===== config.mk =====
export PLATFORM = sky130hd
export DESIGN_NAME = nexus_nonce_collector_flat
export DESIGN_NICKNAME = d
export VERILOG_FILES = /design/src/rtl/nexus_pkg.sv /design/src/rtl/nexus_nonce_collector_if.sv /design/src/rtl/nexus_rr_arbiter.sv /design/src/rtl/nexus_nonce_collector.sv /design/src/flat_wrapper.sv
export SDC_FILE = /design/constraint.sdc
export NUM_CORES = 2
export LEC_CHECK = 0
export ABC_AREA = 1
export CAP_MARGIN = 40
export CORE_MARGIN = 2
export CORE_UTILIZATION = 25
export DETAILED_ROUTE_END_ITERATION = 8
export PLACE_DENSITY = 0.43
export SETUP_SLACK_MARGIN = 0.2
export SLEW_MARGIN = 25
export SYNTH_ARGS = -nofsm -noshare
export SYNTH_HDL_FRONTEND = slang
export SYNTH_HIERARCHICAL = 1
export SYNTH_SLANG_ARGS = --single-unit

===== constraint.sdc =====
create_clock -name sysclk -period 28.5 [get_ports sysclk]
set_input_delay 5.7 -clock sysclk [delete_from_list [all_inputs] [get_ports sysclk]]
set_output_delay 5.7 -clock sysclk [all_outputs]
set_load 0.02 [all_outputs]

===== src/rtl/nexus_pkg.sv =====
// Shared types and helpers for the Nexus nonce collector.
// Nonce width, FIFO entry layout and the core-index width function.
package nexus_pkg;

    localparam int NONCE_W   = 64;
    localparam int MAX_CORES = 16;
    // Entry storage always carries a full 4-bit core index; narrower builds
    // use the low bits only.
    localparam int MAX_IDX_W = 4;

    // Core-index width: $clog2 with a floor of 1 so a single core still has a port.
    function automatic int idx_width(input int cores);
        return (cores > 1) ? $clog2(cores) : 1;
    endfunction

    typedef struct packed {
        logic [MAX_IDX_W-1:0] core_idx;
        logic [NONCE_W-1:0]   nonce;
    } nonce_entry_t;

endpackage


===== src/rtl/nexus_nonce_collector_if.sv =====
// Output stream of the nonce collector: show-ahead head entry with valid/ready.
// The collector drives the master side; the host consumer is the slave.
interface nexus_nonce_collector_if
    import nexus_pkg::*;
#(
    parameter int CORES = 4
);
    localparam int IDX_W = idx_width(CORES);

    logic [NONCE_W-1:0] nonce_out;
    logic [IDX_W-1:0]   nonce_core_idx;
    logic               nonce_valid;
    logic               nonce_ready;

    modport master (
        output nonce_out,
        output nonce_core_idx,
        output nonce_valid,
        input  nonce_ready
    );

    modport slave (
        input  nonce_out,
        input  nonce_core_idx,
        input  nonce_valid,
        output nonce_ready
    );

endinterface


===== src/rtl/nexus_rr_arbiter.sv =====
// Round-robin arbiter over the per-core result slots.
// Single-cycle combinational grant; owns the rotating search pointer rr_ptr.
module nexus_rr_arbiter
    import nexus_pkg::*;
#(
    parameter  int CORES = 4,
    localparam int IDX_W = idx_width(CORES)
) (
    input  logic             sysclk,
    input  logic             rst,
    input  logic             flush_i,
    input  logic [CORES-1:0] req_i,
    input  logic             en_i,
    output logic [CORES-1:0] grant_o,
    output logic [IDX_W-1:0] grant_idx_o
);

    logic [IDX_W-1:0] rr_ptr_q, rr_ptr_d;
    logic             found;

    // First requester at or after rr_ptr wins, wrapping modulo CORES.
    always_comb begin
        // NOTE: every output of a combinational block gets a default up front so no latch is inferred.
        grant_o     = '0;
        grant_idx_o = '0;
        found       = 1'b0;
        for (int k = 0; k < CORES; k++) begin
            int idx;
            idx = int'(rr_ptr_q) + k;
            if (idx >= CORES) idx = idx - CORES;
            if (en_i && req_i[idx] && !found) begin
                found        = 1'b1;
                grant_o[idx] = 1'b1;
                grant_idx_o  = IDX_W'(idx);
            end
        end
    end

    // Pointer moves past the winner; flush restarts the search at core 0.
    always_comb begin
        rr_ptr_d = rr_ptr_q;
        if (flush_i) begin
            rr_ptr_d = '0;
        end else if (found) begin
            rr_ptr_d = (int'(grant_idx_o) == CORES - 1) ? '0 : grant_idx_o + IDX_W'(1);
        end
    end

    // Pointer register.
    always_ff @(posedge sysclk or posedge rst) begin
        // NOTE: sequential state uses non-blocking assignments so all registers update together at the edge.
        if (rst) rr_ptr_q <= '0;
        else     rr_ptr_q <= rr_ptr_d;
    end

endmodule


===== src/rtl/nexus_nonce_collector.sv =====
// Nexus nonce collector: captures one-cycle result strobes from CORES hash cores
// into 1-deep slots, arbitrates round-robin into a show-ahead result FIFO and
// counts results lost to slot overflow (saturating).
// Optional feature: define NONCE_DEDUP_EN to suppress a grant whose nonce equals
// the most recently pushed one.
module nexus_nonce_collector
    import nexus_pkg::*;
#(
    parameter int CORES      = 4,
    parameter int FIFO_DEPTH = 8,
    parameter int DROP_CNT_W = 16
) (
    input  logic                     sysclk,
    input  logic                     rst,
    input  logic [CORES*NONCE_W-1:0] core_nonce,
    input  logic [CORES-1:0]         core_valid,
    input  logic                     work_new,
    nexus_nonce_collector_if.master  out_if,
    output logic [DROP_CNT_W-1:0]    drop_count
);

    localparam int IDX_W      = idx_width(CORES);
    localparam int PTR_W      = (FIFO_DEPTH > 1) ? $clog2(FIFO_DEPTH) : 1;
    localparam int CNT_W      = PTR_W + 1;
    localparam int DROP_SUM_W = DROP_CNT_W + 5;
    localparam logic [DROP_CNT_W-1:0] DROP_MAX = '1;

    logic [CORES-1:0]        slot_vld_q;
    logic [NONCE_W-1:0]      slot_nonce_q [CORES];
    logic [CORES-1:0]        grant;
    logic [IDX_W-1:0]        grant_idx;
    logic                    grant_any, fifo_room, push, pop, dup_hit;
    logic [NONCE_W-1:0]      grant_nonce;
    nonce_entry_t            push_entry;

    nonce_entry_t            fifo_mem_q [FIFO_DEPTH];
    logic [PTR_W-1:0]        wr_ptr_q, rd_ptr_q;
    logic [CNT_W-1:0]        count_q, count_d;
    logic                    nonce_valid_q;

    logic [DROP_CNT_W-1:0]   drop_cnt_q, drop_cnt_d;
    logic [DROP_SUM_W-1:0]   drop_inc, drop_sum;

    // Full is judged on the registered count; a same-cycle pop never frees room.
    assign fifo_room = (count_q < CNT_W'(FIFO_DEPTH));

    nexus_rr_arbiter #(.CORES(CORES)) u_arb (
        .sysclk      (sysclk),
        .rst         (rst),
        .flush_i     (work_new),
        .req_i       (slot_vld_q),
        .en_i        (fifo_room),
        .grant_o     (grant),
        .grant_idx_o (grant_idx)
    );

    assign grant_any   = |grant;
    assign grant_nonce = slot_nonce_q[grant_idx];
    assign push        = grant_any && !dup_hit;
    assign pop         = nonce_valid_q && out_if.nonce_ready;

    always_comb begin
        push_entry          = '0;
        push_entry.core_idx = MAX_IDX_W'(grant_idx);
        push_entry.nonce    = grant_nonce;
    end

`ifdef NONCE_DEDUP_EN
    logic               last_vld_q;
    logic [NONCE_W-1:0] last_nonce_q;

    assign dup_hit = last_vld_q && (grant_nonce == last_nonce_q);

    // Remember the most recently pushed nonce; a flush forgets it.
    always_ff @(posedge sysclk or posedge rst) begin
        if (rst) begin
            last_vld_q   <= 1'b0;
            last_nonce_q <= '0;
        end else if (work_new) begin
            last_vld_q   <= 1'b0;
        end else if (push) begin
            last_vld_q   <= 1'b1;
            last_nonce_q <= grant_nonce;
        end
    end
`else
    assign dup_hit = 1'b0;
`endif

    // Slot capture: load when empty or being drained this cycle, else hold (overflow drops the new one).
    always_ff @(posedge sysclk or posedge rst) begin
        if (rst) begin
            slot_vld_q <= '0;
            for (int i = 0; i < CORES; i++) slot_nonce_q[i] <= '0;
        end else if (work_new) begin
            slot_vld_q <= '0;
        end else begin
            for (int i = 0; i < CORES; i++) begin
                if (core_valid[i] && (!slot_vld_q[i] || grant[i])) begin
                    slot_vld_q[i]   <= 1'b1;
                    slot_nonce_q[i] <= core_nonce[i*NONCE_W +: NONCE_W];
                end else if (grant[i]) begin
                    slot_vld_q[i]   <= 1'b0;
                end
            end
        end
    end

    // Count every core that strobes into an occupied, ungranted slot; saturate at all-ones.
    always_comb begin
        drop_inc = '0;
        for (int i = 0; i < CORES; i++) begin
            drop_inc = drop_inc + DROP_SUM_W'(slot_vld_q[i] & ~grant[i] & core_valid[i]);
        end
        drop_sum   = DROP_SUM_W'(drop_cnt_q) + drop_inc;
        drop_cnt_d = (drop_sum > DROP_SUM_W'(DROP_MAX)) ? DROP_MAX : drop_sum[DROP_CNT_W-1:0];
        if (work_new) drop_cnt_d = drop_cnt_q;
    end

    // Drop counter register; only reset clears it.
    always_ff @(posedge sysclk or posedge rst) begin
        if (rst) drop_cnt_q <= '0;
        else     drop_cnt_q <= drop_cnt_d;
    end

    assign count_d = count_q + CNT_W'(push) - CNT_W'(pop);

    // Result FIFO: push on grant, pop on handshake, flush empties it.
    always_ff @(posedge sysclk or posedge rst) begin
        if (rst) begin
            // NOTE: the storage array is reset because the head entry is visible on the outputs and must read zero after reset.
            for (int i = 0; i < FIFO_DEPTH; i++) fifo_mem_q[i] <= '0;
            wr_ptr_q      <= '0;
            rd_ptr_q      <= '0;
            count_q       <= '0;
            nonce_valid_q <= 1'b0;
        end else if (work_new) begin
            wr_ptr_q      <= '0;
            rd_ptr_q      <= '0;
            count_q       <= '0;
            nonce_valid_q <= 1'b0;
        end else begin
            if (push) begin
                fifo_mem_q[wr_ptr_q] <= push_entry;
                wr_ptr_q             <= wr_ptr_q + PTR_W'(1);
            end
            if (pop) rd_ptr_q <= rd_ptr_q + PTR_W'(1);
            count_q       <= count_d;
            nonce_valid_q <= (count_d != '0);
        end
    end

    assign out_if.nonce_out      = fifo_mem_q[rd_ptr_q].nonce;
    assign out_if.nonce_core_idx = fifo_mem_q[rd_ptr_q].core_idx[IDX_W-1:0];
    assign out_if.nonce_valid    = nonce_valid_q;
    assign drop_count            = drop_cnt_q;

endmodule


===== src/flat_wrapper.sv =====
// flat-port wrapper written by rule: the top's interface ports become plain ports
module nexus_nonce_collector_flat import nexus_pkg::*;
#(
    parameter int CORES      = 4,
    parameter int FIFO_DEPTH = 8,
    parameter int DROP_CNT_W = 16
)
  (sysclk, rst, core_nonce, core_valid, work_new, drop_count, out_if_nonce_out, out_if_nonce_core_idx, out_if_nonce_valid, out_if_nonce_ready);
  nexus_nonce_collector_if #(.CORES(CORES)) out_if_i ();
  input  logic sysclk;
  input  logic rst;
  input  logic [CORES*NONCE_W-1:0] core_nonce;
  input  logic [CORES-1:0] core_valid;
  input  logic work_new;
  output logic [DROP_CNT_W-1:0] drop_count;
  output wire logic [$bits(out_if_i.nonce_out)-1:0] out_if_nonce_out;
  output wire logic [$bits(out_if_i.nonce_core_idx)-1:0] out_if_nonce_core_idx;
  output wire logic [$bits(out_if_i.nonce_valid)-1:0] out_if_nonce_valid;
  input wire logic [$bits(out_if_i.nonce_ready)-1:0] out_if_nonce_ready;
  assign out_if_nonce_out = out_if_i.nonce_out;
  assign out_if_nonce_core_idx = out_if_i.nonce_core_idx;
  assign out_if_nonce_valid = out_if_i.nonce_valid;
  assign out_if_i.nonce_ready = out_if_nonce_ready;
  nexus_nonce_collector #(.CORES(CORES), .FIFO_DEPTH(FIFO_DEPTH), .DROP_CNT_W(DROP_CNT_W)) u_core (.sysclk(sysclk), .rst(rst), .core_nonce(core_nonce), .core_valid(core_valid), .work_new(work_new), .out_if(out_if_i), .drop_count(drop_count));
endmodule

==> summary.md <==
| Metric | Value |
|---|---|
| Final Setup Violations | `0` |
| Routed vias/inst | `4.55` |
| Hold Crit Endpoint | `u_core/fifo_mem_q[390]$_DFFE_PP0P_` |
| Die W | `slightly below 400 um` |
| Post-DP HPWL | `around 84 mm` |
| CP max FO | `84` |
| Placed instance area | `roughly 44000 um2` |
| P per Cell Area | `approximately 120 nW/um2` |
| Hold WS | `approximately 460 ps` |
| Hold Violations, Final | `0` |
| Leak | `about 23 nW` |
| Clock latency on the worst-skew pair | `a little over 700 ps` |
| DRC viols | `0` |
| Num CTS Buffers | `101` |
| CTS max path bufs | `3` |
| Final setup TNS | `0 ps` |
| First-pass GRT wire length | `~210 mm` |
| H-tree depth | `3` |
| DR vias | `roughly 32000` |
| Port Buf Inserts | `346` |
| Post-CTS resize count | `0` |
| CTS clk-pin slew, worst paths | `60 ps` |
| Cts hold-fix bufs | `0` |
| Io pins | `around 350` |
| Post-synth EDFFs | `0` |
| Final ANT Viol Nets | `0` |
| Least-Margin Pin Slew | `999 ps` |
| WS Path Type | `flop to primary output` |
| RSZ-0062 raised after global routing | `false` |
| CTS Sinks | `slightly above 800` |
| CTS tree | `built` |
| Register area share after synthesis | `0.532` |
| Final Slew Violations | `0` |
| YS warnings | `6` |
| Initial core utilization | `0.252` |
| R2r startpoint | `u_core/u_arb/rr_ptr_q[0]$_DFFE_PP0P_` |
| Min Tclk post-route | `roughly 9800 ps` |
| Core ar. | `152000 um2` |
| Cells after Synth | `about 4600` |
| Drt total wl | `around 140 mm` |
| Share of cells above drive strength 1 | `0.131` |
| Pin count of the biggest net entering global routing | `around 150` |
| Max VDD drop | `73.7 uV` |
| Met3 wire len | `a little over 6 mm` |
| CTS root buf | `clkbuf_16` |
| Seq cells post-synth | `817` |
| Met2 WL | `about 68 mm` |
| R2r worst-path depth | `22` |
| Min-Delay Path Class | `flop to flop` |
| Iter 0 DRT Violations | `a little under 2000` |
| Cell row count | `roughly 140` |
| Worst Hold Launch | `u_core/fifo_mem_q[390]$_DFFE_PP0P_` |
| Netlist cell types | `42` |
| Mapped Area | `38500 um2` |
| Ys async rst share | `1.00` |
| Status | `complete, no violations` |
| DR top layer | `met5` |
| DIE AREA | `between 150000 and 200000 um2` |
| Max Fclk | `102 MHz` |
| Worst setup SP type | `flop` |
| GRT Util Overall | `0.177` |
| Number of max-cap violations | `0` |
| # Post-CTS Setup Buffers | `0` |
| Worst path required time | `22800 ps` |
| Crit share post-route | `0.344` |
| TritonRoute pass-1 iters | `5` |
| Setup crit end kind | `primary output` |
| Synth Area per Inst | `8.42 um2` |
| Final Core Density | `0.315` |
| Cell depth of the worst hold path | `2` |
| Slew margin rel. | `0.334` |
| Congestion Overflow GR | `0` |
| Nets | `5103` |
| Drt wl/cell | `around 20 um` |
| CP arrival | `between 4000 and 5000 ps` |
| Die height | `just under 400 um` |
| Vias in the first global route | `between 30000 and 40000` |
| Syn nets | `slightly below 5000` |
| Worst Skew | `between 20 and 30 ps` |
| RR Endpoint | `u_core/drop_count[14]$_DFFE_PP0N_` |
| Initial antenna violation count | `3` |
| Area Growth Syn to Fin | `24.7%` |
| Total power | `slightly below 0.006 W` |
| Reg2Reg Setup Slack | `~24000 ps` |
| Ys flop type | `dfrtp_1` |
| Fin area | `roughly 48000 um2` |
| Met1 wire length | `63.4 mm` |
| Gpl congestion | `0.754` |
registers in the layout, summed over array words and instances, names as in the netlist:
name                       flops
u_core/wr_ptr_q                3
u_core/out_if.nonce_valid      1
u_core/drop_count             16
u_core/fifo_mem_q            528
u_core/slot_nonce_q          256
u_core/slot_vld_q              4
u_core/u_arb/rr_ptr_q          2
u_core/rd_ptr_q                3
u_core/count_q                 4
cells in the mapped netlist, types with 2 or more instances:
cell	n	area, um2
nand3_2	10	100
nand2_2	9	56.3
inv_2	10	37.5
nand3_1	48	240
buf_4	14	105
o22ai_2	54	676
or2_2	5	31.3
dfrtp_1	817	20400
xor2_1	2	17.5
inv_1	49	184
clkbuf_1	131	492
mux2_2	256	2880
ha_1	15	188
nor3_4	2	32.5
nand3b_1	3	22.5
nor2_2	6	37.5
o22ai_1	10	62.6
o2111ai_1	2	17.5
o21ai_1	19	95.1
nand2_4	2	22.5
buf_1	13	48.8
nor2_1	554	2080
nor3_1	2	10.0
o21ai_0	519	2600
a21oi_1	10	50.1
buf_2	115	576
nand2_1	1860	6980
fa_1	4	80.1
nand4_1	3	18.8
buf_6	11	124
nor3_2	3	30.0
per-stage QoR:
step | cells | worst slack, ps
floorplan | 4569 | 11610
global placement | 6714 | 17290
detailed placement | 6742 | 18130
CTS | 6930 | 18360
global route | 6935 | 18450
finish | 6937 | 18690
worst max-delay path, stage by stage, from the launching register on:
cell and delay, ps:
dfrtp_4 660, inv_8 340, buf_16 380, buf_4 370
buf_16 290, nor2_1 60, o21ai_0 190, nand2_1 70
nand2_1 210, clkdlybuf4s50_1 650
worst max-delay path by stage:
stage | startpoint | to | cells after the start
floorplan | rst | u_core/count_q[0]$_DFF_PP0_ | 1
global placement | rst | u_core/slot_nonce_q[90]$_DFFE_PP0P_ | 7
detailed placement | rst | u_core/slot_nonce_q[218]$_DFFE_PP0P_ | 9
CTS | u_core/rd_ptr_q[0]$_DFFE_PP0P_ | out_if_nonce_out[60] | 8
global route | u_core/rd_ptr_q[0]$_DFFE_PP0P_ | out_if_nonce_out[37] | 9
finish | u_core/rd_ptr_q[0]$_DFFE_PP0P_ | out_if_nonce_out[60] | 9
kinds of logic after synthesis:
family | synth area share
compound gates | 0.0914
xor+xnor | 0.000456
fa+ha+maj | 0.00696
buf+inv | 0.0414
flops | 0.532
mux | 0.0750
simple gates | 0.253
routing by layer:
metal,global-route usage,vias up
li1,-,15100
met3,0.0274,161
met1,0.236,15600
met2,0.300,654
met4,0.0426,2
met5,0,-
cell type report:
type | instances | area, um2
Antenna cell | 2 | 5.00
Clock buffer | 143 | 2950
Clock inverter | 45 | 559
Fill cell | 16100 | 104000
Inverter | 62 | 264
Multi-Input combinational cell | 3405 | 16600
Sequential cell | 817 | 20500
Tap cell | 2030 | 2540
Timing Repair Buffer | 433 | 4600
where the power goes:
| part | leakage [nW] | internal (W) | switching, W |
|---|---|---|---|
| registers | 10.5 | 0.00156 | 0.000222 |
| clock network | 1.72 | 0.000819 | 0.000538 |
| logic | 11.0 | 0.000866 | 0.00194 |
| total | 23.3 | 0.00324 | 0.00270 |
layout by cell type, fill, tap and decap left out, types with 15 or more instances in the layout:
master           instances
clkdlybuf4s50_1        346
nor2_1                 550
clkinv_2                22
nand2_1               1852
nand3_1                 44
clkbuf_8                22
inv_1                   47
ha_1                    15
mux2_2                 256
o21ai_1                 19
clkbuf_16              103
o22ai_2                 54
clkbuf_1                18
buf_16                  18
dfrtp_1                814
o21ai_0                519
buf_4                   57
(Power assumes the default switching activity.)
